`config.mk`:
```
export PLATFORM = sky130hd
export DESIGN_NAME = gp_dma_ctrl
export DESIGN_NICKNAME = d
export VERILOG_FILES = /design/src/rtl/gp_dma_pkg.sv /design/src/rtl/gp_dma_buf.sv /design/src/rtl/gp_dma_ctrl.sv
export SDC_FILE = /design/constraint.sdc
export NUM_CORES = 1
export LEC_CHECK = 0
export CAP_MARGIN = 30
export CELL_PAD_IN_SITES_DETAIL_PLACEMENT = 0
export CELL_PAD_IN_SITES_GLOBAL_PLACEMENT = 1
export CORE_MARGIN = 4
export CORE_UTILIZATION = 40
export DETAILED_ROUTE_END_ITERATION = 8
export PLACE_DENSITY = 0.74
export SYNTH_ARGS = -nofsm -noshare
export SYNTH_HDL_FRONTEND = slang
export SYNTH_SLANG_ARGS = --single-unit
export TNS_END_PERCENT = 50
```
`constraint.sdc`:
```
create_clock -name cbus_clk -period 4.9 [get_ports cbus_clk]
set_clock_uncertainty 0.1 [all_clocks]
set_input_delay 0.98 -clock cbus_clk [delete_from_list [all_inputs] [get_ports cbus_clk]]
set_output_delay 0.98 -clock cbus_clk [all_outputs]
set_load 0.03 [all_outputs]
```
`src/rtl/gp_dma_pkg.sv`:
```
// Shared types and helpers for the general-purpose DMA transfer engine.
package gp_dma_pkg;

  typedef enum logic [2:0] {
    ST_IDLE,
    ST_RD,
    ST_WR,
    ST_DONE,
    ST_ERR
  } state_t;

  localparam logic [1:0] AMODE_INC = 2'd0;
  localparam logic [1:0] AMODE_FIX = 2'd1;

  localparam logic CMD_RD = 1'b1;
  localparam logic CMD_WR = 1'b0;

  function automatic logic [4:0] burst_len(input logic [1:0] mode);
    case (mode)
      2'd0:    return 5'd1;
      2'd1:    return 5'd4;
      2'd2:    return 5'd8;
      default: return 5'd16;
    endcase
  endfunction

  // Words for the next read burst: the burst length, clipped to what is left.
  function automatic logic [4:0] burst_words(input logic [17:0] bc, input logic [1:0] mode);
    logic [18:0] words;
    logic [4:0]  len;
    words = ({1'b0, bc} + 19'd3) >> 2;
    len   = burst_len(mode);
    return (words < {14'd0, len}) ? words[4:0] : len;
  endfunction

  // Modes 2 and 3 are treated as increment.
  function automatic logic addr_steps(input logic [1:0] mode);
    case (mode)
      AMODE_FIX: return 1'b0;
      AMODE_INC: return 1'b1;
      default:   return 1'b1;
    endcase
  endfunction

endpackage

```
`src/rtl/gp_dma_buf.sv`:
```
// Staging FIFO between the read and write phases of a DMA burst.
module gp_dma_buf #(
  parameter int DEPTH = 16,
  parameter int AW    = 4
) (
  input  logic          clk,
  input  logic          rst,
  input  logic          flush,
  input  logic          push,
  input  logic          pop,
  input  logic [31:0]   wdata,
  output logic [31:0]   rdata,
  output logic          empty,
  output logic          full,
  output logic [AW:0]   count
);

  logic [31:0]   mem [DEPTH];
  logic [AW-1:0] wr_ptr;
  logic [AW-1:0] rd_ptr;

  always_ff @(posedge clk) begin
    if (push) mem[wr_ptr] <= wdata;
  end

  always_ff @(posedge clk) begin
    if (rst || flush) begin
      wr_ptr <= '0;
      rd_ptr <= '0;
      count  <= '0;
    end else begin
      if (push) begin
        wr_ptr <= wr_ptr + 1'b1;
        count  <= count + 1'b1;
      end
      if (pop) begin
        rd_ptr <= rd_ptr + 1'b1;
        count  <= count - 1'b1;
      end
    end
  end

  assign rdata = mem[rd_ptr];
  assign empty = (count == '0);
  assign full  = (count == DEPTH[AW:0]);

  // Read and write phases are exclusive, so the engine never pushes and pops together.
  assert property (@(posedge clk) disable iff (rst) !(push && pop));

endmodule

```
`src/rtl/gp_dma_ctrl.sv`:
```
// DMA transfer engine: reads a burst into the staging buffer, then writes it out.
// state   | meaning
// IDLE    | waiting for dma_pending with a nonzero byte count
// RD      | issuing reads, filling the buffer
// WR      | draining the buffer to the destination
// DONE    | one-cycle dma_done after the last write
// ERR     | bus error seen: pulse dma_done, flush buffer
module gp_dma_ctrl
  import gp_dma_pkg::*;
#(
  parameter int BUF_DEPTH = 16,
  parameter int BUF_AW    = 4
) (
  input  logic        cbus_clk,
  input  logic        cbus_rst,
  input  logic [31:0] source_address,
  input  logic [1:0]  source_amode,
  input  logic [31:0] dest_address,
  input  logic [1:0]  dest_amode,
  input  logic [1:0]  burst_mode,
  input  logic [17:0] byte_count,
  input  logic        dma_pending,
  output logic        active,
  output logic        dma_done,
  output logic        inc_source_address,
  output logic        inc_dest_address,
  output logic        dec_byte_count,
  output logic [31:0] address_p4,
  output logic [17:0] byte_count_m1,
  output logic        dma_error,
  output logic        master_cbus_req,
  output logic        master_cbus_cmd,
  output logic [31:0] master_cbus_address,
  output logic [31:0] master_cbus_wdata,
  output logic [3:0]  master_cbus_byten,
  input  logic        master_cbus_ack,
  input  logic [31:0] master_cbus_rdata,
  input  logic        master_cbus_aerror
);

  state_t          state;
  logic [4:0]      rd_left;
  logic            bus_phase;
  logic            good_ack;
  logic            err_ack;
  logic            rd_ack;
  logic            wr_ack;
  logic            last_pop;
  logic            buf_flush;
  logic            buf_empty;
  logic            buf_full;
  logic [BUF_AW:0] buf_count;
  logic [31:0]     buf_head;

  assign bus_phase = (state == ST_RD) || (state == ST_WR);
  assign good_ack  = bus_phase && master_cbus_ack && !master_cbus_aerror && !cbus_rst;
  assign err_ack   = bus_phase && master_cbus_ack && master_cbus_aerror;
  assign rd_ack    = good_ack && (state == ST_RD);
  assign wr_ack    = good_ack && (state == ST_WR);
  assign last_pop  = wr_ack && (buf_count == (BUF_AW+1)'(1));
  assign buf_flush = (state == ST_ERR);

  gp_dma_buf #(
    .DEPTH (BUF_DEPTH),
    .AW    (BUF_AW)
  ) u_buf (
    .clk   (cbus_clk),
    .rst   (cbus_rst),
    .flush (buf_flush),
    .push  (rd_ack),
    .pop   (wr_ack),
    .wdata (master_cbus_rdata),
    .rdata (buf_head),
    .empty (buf_empty),
    .full  (buf_full),
    .count (buf_count)
  );

  always_ff @(posedge cbus_clk) begin
    if (cbus_rst) begin
      state     <= ST_IDLE;
      rd_left   <= '0;
      dma_error <= 1'b0;
    end else begin
      case (state)
        ST_IDLE: begin
          if (dma_pending && (byte_count != '0)) begin
            dma_error <= 1'b0;
            rd_left   <= burst_words(byte_count, burst_mode);
            state     <= ST_RD;
          end
        end
        ST_RD: begin
          if (err_ack) begin
            dma_error <= 1'b1;
            state     <= ST_ERR;
          end else if (rd_ack) begin
            rd_left <= rd_left - 1'b1;
            if (rd_left == 5'd1) state <= ST_WR;
          end
        end
        ST_WR: begin
          if (err_ack) begin
            dma_error <= 1'b1;
            state     <= ST_ERR;
          end else if (last_pop) begin
            // byte_count is updated at this same edge, so size the next burst from byte_count_m1.
            if (byte_count_m1 == '0) begin
              state <= ST_DONE;
            end else if (dma_pending) begin
              rd_left <= burst_words(byte_count_m1, burst_mode);
              state   <= ST_RD;
            end else begin
              state <= ST_IDLE;
            end
          end
        end
        ST_DONE: state <= ST_IDLE;
        ST_ERR:  state <= ST_IDLE;
        default: state <= ST_IDLE;
      endcase
    end
  end

  assign active   = (state != ST_IDLE);
  assign dma_done = (state == ST_DONE) || (state == ST_ERR);

  assign master_cbus_req     = bus_phase && !cbus_rst;
  assign master_cbus_cmd     = (state == ST_RD) ? CMD_RD : CMD_WR;
  assign master_cbus_address = (state == ST_RD) ? source_address : dest_address;
  assign master_cbus_wdata   = buf_head;

  always_comb begin
    master_cbus_byten = 4'hF;
    if ((state == ST_WR) && (byte_count < 18'd4)) begin
      case (byte_count[1:0])
        2'd3:    master_cbus_byten = 4'h7;
        2'd2:    master_cbus_byten = 4'h3;
        2'd1:    master_cbus_byten = 4'h1;
        default: master_cbus_byten = 4'hF;
      endcase
    end
  end

  assign inc_source_address = rd_ack && addr_steps(source_amode);
  assign inc_dest_address   = wr_ack && addr_steps(dest_amode);
  assign dec_byte_count     = wr_ack;
  assign address_p4         = master_cbus_address + 32'd4;
  assign byte_count_m1      = (byte_count >= 18'd4) ? (byte_count - 18'd4) : '0;

  assert property (@(posedge cbus_clk) disable iff (cbus_rst) !(rd_ack && buf_full));
  assert property (@(posedge cbus_clk) disable iff (cbus_rst) !((state == ST_WR) && buf_empty));

endmodule

```
==> summary.txt, run 1 <==
STA
  • RSZ-0062 raised after global routing: yes
  • FMAX: 216 MHz
  • Fin crit share: 94.7%
  • Worst Tran Pin Value: a little under 0.7 ns
  • Final slew viol count: 0
  • Relative slew slack: 54.8%
  • Final setup violation count: 0
  • Final min period: 4.64 ns
  • Final hold violations: 0

Yosys
  • Post-Synthesis Net Count: 1478
  • Netlist cell types: 74
  • Post-synth EDFFs: 512
  • Post-synth ARST share: 0%
  • Ranking of synthesized cells by area: edfxtp_1 (66%), mux4_2 (15%), dfxtp_1 (2.2%)
  • Dominant synthesized flop cell: edfxtp_1
  • Most frequent cell after synthesis: edfxtp_1
  • Synth top area share: approximately 66%
  • Synthesized cell area: 0.0234 mm2
  • Synth warnings: 0
  • Sequential-to-total area share from yosys stat: 67.9%
  • Avg Cell Area, Syn: between 15 and 20 um2
  • Post-synth top cells: edfxtp_1 (512), mux4_2 (160), nand2_1 (92)
  • Yosys reg bits: 538
  • Synth area leader: edfxtp_1
  • Cells after Synth: 1329

Placed design
  • Placed cell areas: 0.0272 mm2
  • GP Congestion: 0.852
  • Port Buffers: between 200 and 250
  • DP HPWL: 35.2 mm
  • DP Cell Count: 2342

Cells and area
  • Final nets: 1781
  • Post-layout instance count excluding filler cells: around 2.4k
  • Ratio of cells with drive above 1 in the final layout: 23.6%
  • Fin util: between 50% and 60%
  • Cell area after layout: 0.0290 mm2
  • Synth-to-Final Area Change: 23.9%
  • Number of fill cells: 4768

Routing
  • Drt drc: 0
  • Average routed wire per standard cell: 23.3 um
  • Post-route ant nets: 0
  • Drt initial violations: ~910
  • Via density: 5.45
  • Final WL: 57.0 mm
  • Vias: 13.3k
  • First-pass DRT Iterations: 5

Power
  • P_leak: 9.24 nW
  • Power Total: between 10 and 15 mW
  • Max IR drop VDD: 0.337 mV
  • PD cells: 358 mW/mm2

CTS
  • Root buf cell: clkbuf_16
  • Clock Latency Late Sink: 0.59 ns
  • CTS max path bufs: 3
  • CTS clk-pin slew, worst paths: 0.06 ns
  • Clock buffer count from CTS: 51
  • Clock sink count: 538
  • Hold_buf cts: 0
  • CTS HTree Levels: 2
  • CTS tree: built

Floorplanning
  • Die H: 250 um
  • Die X: about 250 um
  • Row cnt: 88
  • Core area: 0.0578 mm2
  • I/O pin cnt: 251
  • Starting Density: between 40 and 50%
  • Die area: 0.0624 mm2

Setup path
  • Critical path fanouts, max: 17
  • Crit path arrival time: 3.56 ns
  • CP Capture Type: primary output
  • Kind of critical path: flip-flop to primary output
  • R2R Setup Slk: 1.95 ns
  • Critical Path Start Type: flip-flop
  • Worst Path Required: 3.82 ns

Run
  • Max-cap violations: 0

Min path
  • Min-Delay Path Class: flip-flop to flip-flop

GRT
  • Vias in the first global route: 13.9k
  • First-pass GRT wire length: between 80 and 90 mm
  • Gr ovfl total: 0
  • Largest net degree at the start of global routing: 56
  • Initial antenna violation count: 5
  • Gr usage total: 18.1%

Outcome
  • Status: finished, final reports clean
[layout by cell type, fill, tap and decap left out, types with 22 or more instances in the layout]
master           instances
clkbuf_16               51
nand2_1                 92
mux2i_1                 24
edfxtp_1               512
buf_4                   99
ha_1                    24
nand4_1                 22
nor2_1                  71
mux4_2                 160
inv_1                   42
xnor2_1                 50
clkdlybuf4s50_1        222
[logic make-up (layout without fill, tap and decap cells)]
logic type / after synthesis / count (layout) / share of synthesized area, %
other: 1 / 2 / 0.0160
adders and majority gates: 24 / 24 / 1.28
and+or+nand+nor: 310 / 310 / 6.87
DFF: 538 / 538 / 67.9
xor gates and xnor gates: 71 / 71 / 2.66
AOI/OAI and AO/OA: 75 / 75 / 2.43
muxes: 186 / 186 / 16.5
buffers and inverters: 124 / 469 / 2.30
[final cells by class]
type	instances	area (um2)	area share [%]
Clock buffer	57	1300	4.48
Timing Repair Buffer	331	3160	10.9
Antenna cell	1	2.50	0.00863
Tap cell	765	957	3.30
Multi-Input combinational cell	667	7070	24.4
Sequential cell	538	15900	54.9
Clock inverter	38	428	1.48
Inverter	43	166	0.574
[worst paths after layout]
check                                      from  depth (start not counted)                to
worst min register to register  u_buf.wr_ptr[1]                          2   u_buf.wr_ptr[1]
worst max register to register         state[1]                          9  u_buf.mem[8][20]
worst min-delay path            u_buf.wr_ptr[1]                          2   u_buf.wr_ptr[1]
worst max-delay path                   state[2]                         12    address_p4[31]
[registers in the layout, summed over array words and instances, names as in the netlist, named ones only]
register / count
u_buf.mem: 512
rd_left: 5
u_buf.count: 5
u_buf.rd_ptr: 4
u_buf.wr_ptr: 4
state: 3
dma_error: 1
[report_power, final]
part | internal (mW) | total (mW) | switching (mW)
Combinational | 0.523 | 1.29 | 0.763
Sequential | 5.05 | 5.07 | 0.0235
Clock | 2.34 | 4.03 | 1.69
[per-stage QoR]
stage / setup TNS, ns / worst slack [ns] / hold slack, ns
after floorplan: -196.55 / -1.04 / 0.382
after global placement: 0 / 0.239 / 0.396
after detailed placement: 0 / 0.151 / 0.408
after CTS: 0 / 0.0335 / 0.418
after global routing: -0.00400 / -0.00334 / 0.449
final: 0 / 0.260 / 0.418
[worst max-delay path, cell delays in order (launching register included)]
cell	delay (ns)
dfxtp_1	0.39
or3b_4	0.45
clkinv_4	0.11
buf_8	0.17
mux2i_1	0.08
inv_1	0.14
and3_4	0.22
nand4_2	0.16
nor4_4	0.40
nand3_4	0.18
nor4_4	0.31
xor2_1	0.17
buf_4	0.18
[timing repair]
action	in CTS	in global routing
gates resized for setup	1	9
setup endpoints to repair	1	10
buffers inserted	0	2
endpoints found under the hold margin	0	0
pin swaps	0	3
[per-layer routing]
metal  share of wire [%]  GRT usage [%]  vias up
met5               0.084              0        -
met4                 1.6           3.78        8
met3                 6.9           3.99       81
met2                  51           30.9      457
met1                  40           24.0     6864
li1                    -              -     5892
No activity file was read; power rests on OpenSTA's default activity.
==> run 2: changes to the inputs <==
--- a/config.mk
+++ b/config.mk
@@ -8,6 +8,7 @@
 export CAP_MARGIN = 30
 export CELL_PAD_IN_SITES_DETAIL_PLACEMENT = 0
 export CELL_PAD_IN_SITES_GLOBAL_PLACEMENT = 1
+export CORE_ASPECT_RATIO = 1.25
 export CORE_MARGIN = 4
 export CORE_UTILIZATION = 40
 export DETAILED_ROUTE_END_ITERATION = 8
==> run 2 against run 1 <==
Net effect: die area about the same; register-to-register slack worse by 0.37 ns; global-route usage down 0.24 points; critical path depth unchanged; count of clock-buffer cells in the layout up 2; sequential cell count unchanged; combinational power about the same; clock power down 12%; sequential share of layout area up 0.51 points; utilization down 0.20 points; wire length down 1.6%; critical endpoint is now address_p4[30]; largest cell class unchanged; largest power group unchanged; highest routed layer unchanged.
==> summary.txt, run 2 (same netlist as run 1, synthesis figures left out) <==
STA
  • WHS: around 0.41 ns
  • Fin crit share: 95.1%
  • Worst Tran Pin Value: 0.730 ns
  • FMAX: 215 MHz
  • Relative slew slack: 51.3%
  • Final hold violations: 0
  • Final slew viol count: 0
  • Final setup violation count: 0
  • Final min period: about 4.7 ns

CTS
  • CTS max path bufs: 3
  • Clock buffer count from CTS: 50
  • Root buf cell: clkbuf_16
  • Clock Latency Late Sink: ~0.58 ns
  • Clock sink count: 538
  • CTS tree: built
  • Hold_buf cts: 0
  • CTS clk-pin slew, worst paths: 0.06 ns
  • CTS HTree Levels: 2

Setup path
  • Critical Path Most Common Cell: buf_4
  • Delay-heaviest family, CP: simple AND/OR/NAND/NOR gates
  • Worst r2r path cells: 8
  • Buf/Inv on CP: 3
  • Worst Path Required: 3.82 ns
  • Worst R2R Start: state[1]
  • Critical path fanouts, max: 10
  • Kind of critical path: flip-flop to primary output
  • CP Capture Type: primary output
  • R2R Setup Slk: 1.58 ns
  • Crit path arrival time: around 3.6 ns
  • R2r endpoint: u_buf.mem[15][3]
  • Critical Path Start Type: flip-flop
  • Slowest CP cell: or3b_4
  • Max incr delay on CP: around 0.43 ns
  • Worst path cell trace: or3b_4 > clkinv_4 > mux2i_1 > nor3_2 > buf_4 > and3_1 > nand4_2 > nor4_4 > and3_4 > nand4_1 > xnor2_1 > buf_4

Min path
  • Hold path depth: 2
  • Worst Hold Path EP: u_buf.wr_ptr[1]
  • Min-Delay Path Class: flip-flop to flip-flop
  • Min-delay src: u_buf.wr_ptr[1]

Placed design
  • DP Cell Count: 2317
  • DP HPWL: 34.0 mm
  • Port Buffers: approximately 250
  • GP Congestion: 0.882

Floorplanning
  • Die area: 0.0625 mm2
  • Starting Density: 40.7%
  • Die H: between 200 and 300 um
  • Die X: 224 um
  • Row cnt: 98
  • Core area: 0.0575 mm2
  • I/O pin cnt: approximately 250

Power
  • Max IR drop VDD: ~0.22 mV
  • PD cells: 344 mW/mm2
  • P_leak: 9.09 nW

Cells and area
  • Most frequent cells in the layout: edfxtp_1 (512), clkdlybuf4s50_1 (219), mux4_2 (160)
  • Number of fill cells: 4702
  • Commonest non-fill, non-tap cell in the layout: edfxtp_1
  • Max FFs per register: around 510
  • Final nets: 1770
  • Post-layout instance count excluding filler cells: between 2k and 2.5k
  • Ratio of cells with drive above 1 in the final layout: 23.0%
  • Largest reg by FF count: u_buf.mem
  • Top Registers: u_buf.mem: 512 flops, rd_left: 5 flops, u_buf.count: 5 flops
  • Synth-to-Final Area Change: 22.8%

Routing
  • Final WL: 56.1 mm
  • Average routed wire per standard cell: roughly 23 um
  • Via density: 5.45
  • Drt drc: 0
  • Drt initial violations: 1060
  • First-pass DRT Iterations: 6
  • Vias: 13.1k
  • Post-route ant nets: 0

GRT
  • Largest net degree at the start of global routing: 54
  • Vias in the first global route: 14.2k
  • Gr ovfl total: 0
  • Initial antenna violation count: 2
  • Gr usage total: 17.8%
  • First-pass GRT wire length: between 80 and 90 mm

Run
  • Max-cap violations: 0

Outcome
  • Status: finished, final reports clean
==> run 2: changes by cell type in the layout (fill, tap and decap cells not counted), moves of 2 or more <==
cell | before | now
buf_12 | 9 | 17
clkbuf_1 | 6 | 8
bufinv_16 | 8 | 0
buf_4 | 99 | 85
clkdlybuf4s50_1 | 222 | 219
==> run 2: cell type report <==
type	instances	area, um2	share of cell area [%]
well taps	750	938	3.27
repair buffers	321	3170	11.0
flip-flops and latches	538	15900	55.4
clock buffers	59	1310	4.55
inverters	43	166	0.579
clock inverters	31	161	0.562
multi-input cells	667	7070	24.6
diodes	1	2.50	0.00871
==> run 2: through the flow <==
| stage | util, % | setup slack, ns | total power, mW | setup TNS (ns) | instance area (um2) |
|---|---|---|---|---|---|
| 4_1_cts | 49.9 | 0.00990 | 9.99 | 0 | 28700 |
| 2_1_floorplan | - | -1.04 | 5.92 | -196.55 | 23400 |
| 3_5_place_dp | 47.3 | 0.112 | 6.45 | 0 | 27200 |
| 5_1_grt | 50.0 | -0.0219 | 10.3 | -0.0219 | 28700 |
| 6_report | 50.0 | 0.241 | 9.89 | 0 | 28700 |
| 3_3_place_gp | 47.3 | 0.251 | 6.45 | 0 | 27200 |
==> run 2: worst max path at each step <==
stage	from	endpoint	slack, ns	depth (start not counted)
floorplan	cbus_rst	u_buf.mem[3][0]	-1.04	5
global placement	byte_count[0]	rd_left[4]	0.25	12
detailed placement	byte_count[0]	rd_left[4]	0.11	12
CTS	state[0]	address_p4[31]	0.01	11
global route	state[1]	address_p4[30]	-0.02	12
finish	state[1]	address_p4[30]	0.24	12
==> run 2: what timing repair did <==
item	in CTS	in global routing
endpoints found under the hold margin	0	0
resized for setup	1	10
setup buffers	0	2
pin swaps	0	4
gates cloned	0	0
setup endpoints to repair	1	11
==> run 2: tightest hold or removal path, delay by kind of cell (launching register included) <==
kind,cells,cell delay [ns]
compound gates,1,0.05
simple gates,1,0.07
flops,1,0.34
==> run 2: where the power goes <==
| part | switching, mW | internal [mW] | total, mW |
|---|---|---|---|
| clock network | 1.63 | 1.91 | 3.53 |
| registers | 0.0244 | 5.05 | 5.08 |
| logic | 0.760 | 0.522 | 1.28 |
| total | 2.41 | 7.48 | 9.89 |
==> run 2: layer usage <==
layer  vias to the layer above  GRT usage, %  routed length [um]
met2                       487          32.0               29300
met5                         -             0                  13
met3                        79          3.96                3960
met4                         2          4.34                1190
li1                       5859             -                   -
met1                      6710          22.0               21600
==> run 3: changes to the inputs <==
--- a/config.mk
+++ b/config.mk
@@ -5,14 +5,15 @@
 export SDC_FILE = /design/constraint.sdc
 export NUM_CORES = 1
 export LEC_CHECK = 0
+export ABC_AREA = 1
 export CAP_MARGIN = 30
 export CELL_PAD_IN_SITES_DETAIL_PLACEMENT = 0
 export CELL_PAD_IN_SITES_GLOBAL_PLACEMENT = 1
 export CORE_ASPECT_RATIO = 1.25
-export CORE_MARGIN = 4
+export CORE_MARGIN = 2
 export CORE_UTILIZATION = 40
 export DETAILED_ROUTE_END_ITERATION = 8
-export PLACE_DENSITY = 0.74
+export PLACE_DENSITY = 0.77
 export SYNTH_ARGS = -nofsm -noshare
 export SYNTH_HDL_FRONTEND = slang
 export SYNTH_SLANG_ARGS = --single-unit
==> run 3 against run 2 <==
Net effect: wire length is 16% higher; synthesized cell count rose by 65%; power is 15% higher; sequential share of layout area is 3.0 points lower; sequential power is essentially flat; utilization decreased by 0.75 points.
==> summary.txt, run 3 <==
Floorplanning
  • Die H: 283 um
  • Starting Density: 40.4%
  • I/O pin cnt: 251
  • Core area: 0.0618 mm2
  • Die X: 227 um
  • Row cnt: 102
  • Die area: 0.0644 mm2

Yosys
  • Dominant synthesized flop cell: edfxtp_1
  • Post-Synthesis Net Count: ~2.3k
  • Synth top area share: 61.7%
  • Synth warnings: 0
  • Most frequent cell after synthesis: edfxtp_1
  • Avg Cell Area, Syn: 11.4 um2
  • Sequential-to-total area share from yosys stat: 63.7%
  • Post-synth EDFFs: 512
  • Yosys reg bits: 538
  • Cells after Synth: around 2.2k
  • Synth area leader: edfxtp_1
  • Post-synth ARST share: 0%
  • Ranking of synthesized cells by area: edfxtp_1 (62%), mux2i_1 (5.1%), o21ai_0 (4.1%)
  • Netlist cell types: 48
  • Synthesized cell area: 0.0249 mm2
  • Post-synth top cells: edfxtp_1 (512), inv_1 (237), nand2_1 (229)

Cells and area
  • Final nets: 2591
  • Largest reg by FF count: u_buf.mem
  • Most frequent cells in the layout: edfxtp_1 (512), clkdlybuf4s50_1 (239), inv_1 (236)
  • Sequential cell area: 0.0159 mm2
  • Cell area after layout: 0.0304 mm2
  • Top Registers: u_buf.mem: 512 flops, rd_left: 5 flops, u_buf.count: 5 flops
  • Multi-input logic area: 0.00774 mm2
  • Post-layout instance count excluding filler cells: 3316
  • Ratio of cells with drive above 1 in the final layout: 10.8%
  • Commonest non-fill, non-tap cell in the layout: edfxtp_1
  • Synth-to-Final Area Change: 21.9%
  • Number of fill cells: 5572
  • Max FFs per register: 512

Setup path
  • Delay-heaviest family, CP: simple AND/OR/NAND/NOR gates
  • Crit path from: state[2]
  • Worst Path Required: 3.82 ns
  • Worst path cell trace: nor2_2 > nand2_2 > buf_6 > nand2_1 > nand2_2 > nand2_1 > nor2_2 > nand3_2 > nor2_2 > inv_2 > nor2_4 > nand2_1 > nor2_1 > xor2_1 > clkdlybuf4s50_1
  • Kind of critical path: flip-flop to primary output
  • Max incr delay on CP: 0.69 ns
  • Crit path to: address_p4[29]
  • Slowest CP cell: clkdlybuf4s50_1
  • Worst R2R Start: state[0]
  • Crit path arrival time: roughly 3.6 ns
  • R2R Setup Slk: ~1.3 ns
  • Buf/Inv on CP: 3
  • Critical path fanouts, max: 28
  • R2r endpoint: u_buf.mem[6][22]
  • CP Capture Type: primary output
  • Worst r2r path cells: 14
  • Critical Path Stages: 15
  • Critical Path Start Type: flip-flop

Placed design
  • GP Congestion: 0.834
  • Placed cell areas: 0.0287 mm2
  • DP HPWL: roughly 41 mm
  • Worst slack at placement: between 0.1 and 0.15 ns
  • Port Buffers: 249
  • DP Cell Count: 3221

Routing
  • Drt initial violations: 1075
  • Final WL: between 60 and 70 mm
  • Vias: 17.2k
  • Average routed wire per standard cell: 19.7 um
  • Via density: between 5 and 6
  • Post-route ant nets: 0
  • Drt drc: 0
  • First-pass DRT Iterations: 5

Run
  • Max-cap violations: 0

GRT
  • Gr ovfl total: 0
  • Vias in the first global route: ~17k
  • First-pass GRT wire length: 98.7 mm
  • Gr usage total: 20.0%
  • Initial antenna violation count: 7
  • Largest net degree at the start of global routing: around 130

Power
  • Max IR drop VDD: 0.303 mV
  • PD cells: 373 mW/mm2
  • Power Total: 11.3 mW
  • P_leak: ~10 nW

CTS
  • Clock sink count: about 540
  • CTS clk-pin slew, worst paths: 0.06 ns
  • Clock buffer count from CTS: 50
  • Clock Latency Late Sink: 0.57 ns
  • CTS HTree Levels: 2
  • Root buf cell: clkbuf_16
  • CTS max path bufs: 3
  • CTS tree: built

STA
  • Final slew viol count: 0
  • Final hold violations: 0
  • Final min period: 4.67 ns
  • Worst Tran Pin Value: 0.785 ns
  • Final setup violation count: 0
  • Fin crit share: a little over nine tenths
  • WHS: between 0.3 and 0.4 ns
  • Relative slew slack: 47.7%
  • RSZ-0062 raised after global routing: yes
  • FMAX: around 210 MHz
  • Setup ws final: around 0.23 ns

Outcome
  • Status: finished, final reports clean

Min path
  • Min-Delay Path Class: flip-flop to flip-flop
[run 3: cell types whose count changed after synthesis, sizes merged, moves of 104 or more]
cell and change:
a21oi +146, mux4 -160, o211ai +126, mux2i +104, nand2 +147, o21ai +200, inv +214
[run 3: kinds of logic after synthesis]
group,synth area share [%]
AO/OA/AOI/OAI,11.7
buffers and inverters,5.74
AND/OR/NAND/NOR,10.8
other,0.0150
adder cells (fa/ha/maj),1.20
flip-flops,63.7
multiplexers,5.14
XOR/XNOR,1.65
[run 3: final cells by class]
| type | count | area share [%] |
|---|---|---|
| sequential | 538 | 52.3 |
| multi-input combinational | 1286 | 25.5 |
| timing repair buffer | 307 | 10.2 |
| clock buffer | 60 | 4.34 |
| tap | 832 | 3.42 |
| inverter | 259 | 3.23 |
| clock inverter | 33 | 0.967 |
| antenna | 1 | 0.00823 |
[run 3: worst min-delay path, cell delays in order (launching register included)]
cell     delay, ns
dfxtp_1       0.31
nand2_1       0.06
a21oi_1       0.05
[run 3: metal layers]
layer / global-route usage (%) / vias up / share of wire, %
li1: - / 8304 / -
met1: 23.1 / 8310 / 38
met2: 37.1 / 495 / 53
met3: 3.36 / 121 / 5.7
met4: 5.95 / 12 / 2.6
met5: 0 / - / 0.11
[run 3: per-stage QoR]
stage / util, % / setup TNS, ns
after CTS: 49.1 / 0
after floorplan: - / 0
final: 49.2 / 0
after global routing: 49.2 / -0.0918
after global placement: 46.5 / 0
after detailed placement: 46.5 / 0
[run 3: how the worst min path moves through the flow]
stage                              start        endpoint  cells after the start
after floorplan           u_buf.count[4]  u_buf.count[4]                      2
after global placement    u_buf.count[4]  u_buf.count[4]                      2
after detailed placement  u_buf.count[4]  u_buf.count[4]                      2
after CTS                 u_buf.count[4]  u_buf.count[4]                      2
after global routing      u_buf.count[4]  u_buf.count[4]                      2
final                     u_buf.count[4]  u_buf.count[4]                      2
[run 3: where the power goes]
| part | switching [mW] | internal [mW] |
|---|---|---|
| sequential | 0.0260 | 5.06 |
| combinational | 1.54 | 0.890 |
| clock | 1.66 | 2.14 |
| total | 3.23 | 8.10 |
[run 3: repair_timing]
action,4_1_cts,5_1_grt
gates resized for setup,0,8
setup buffers,0,1
endpoints found under the setup margin,0,11
hold buffers,0,0
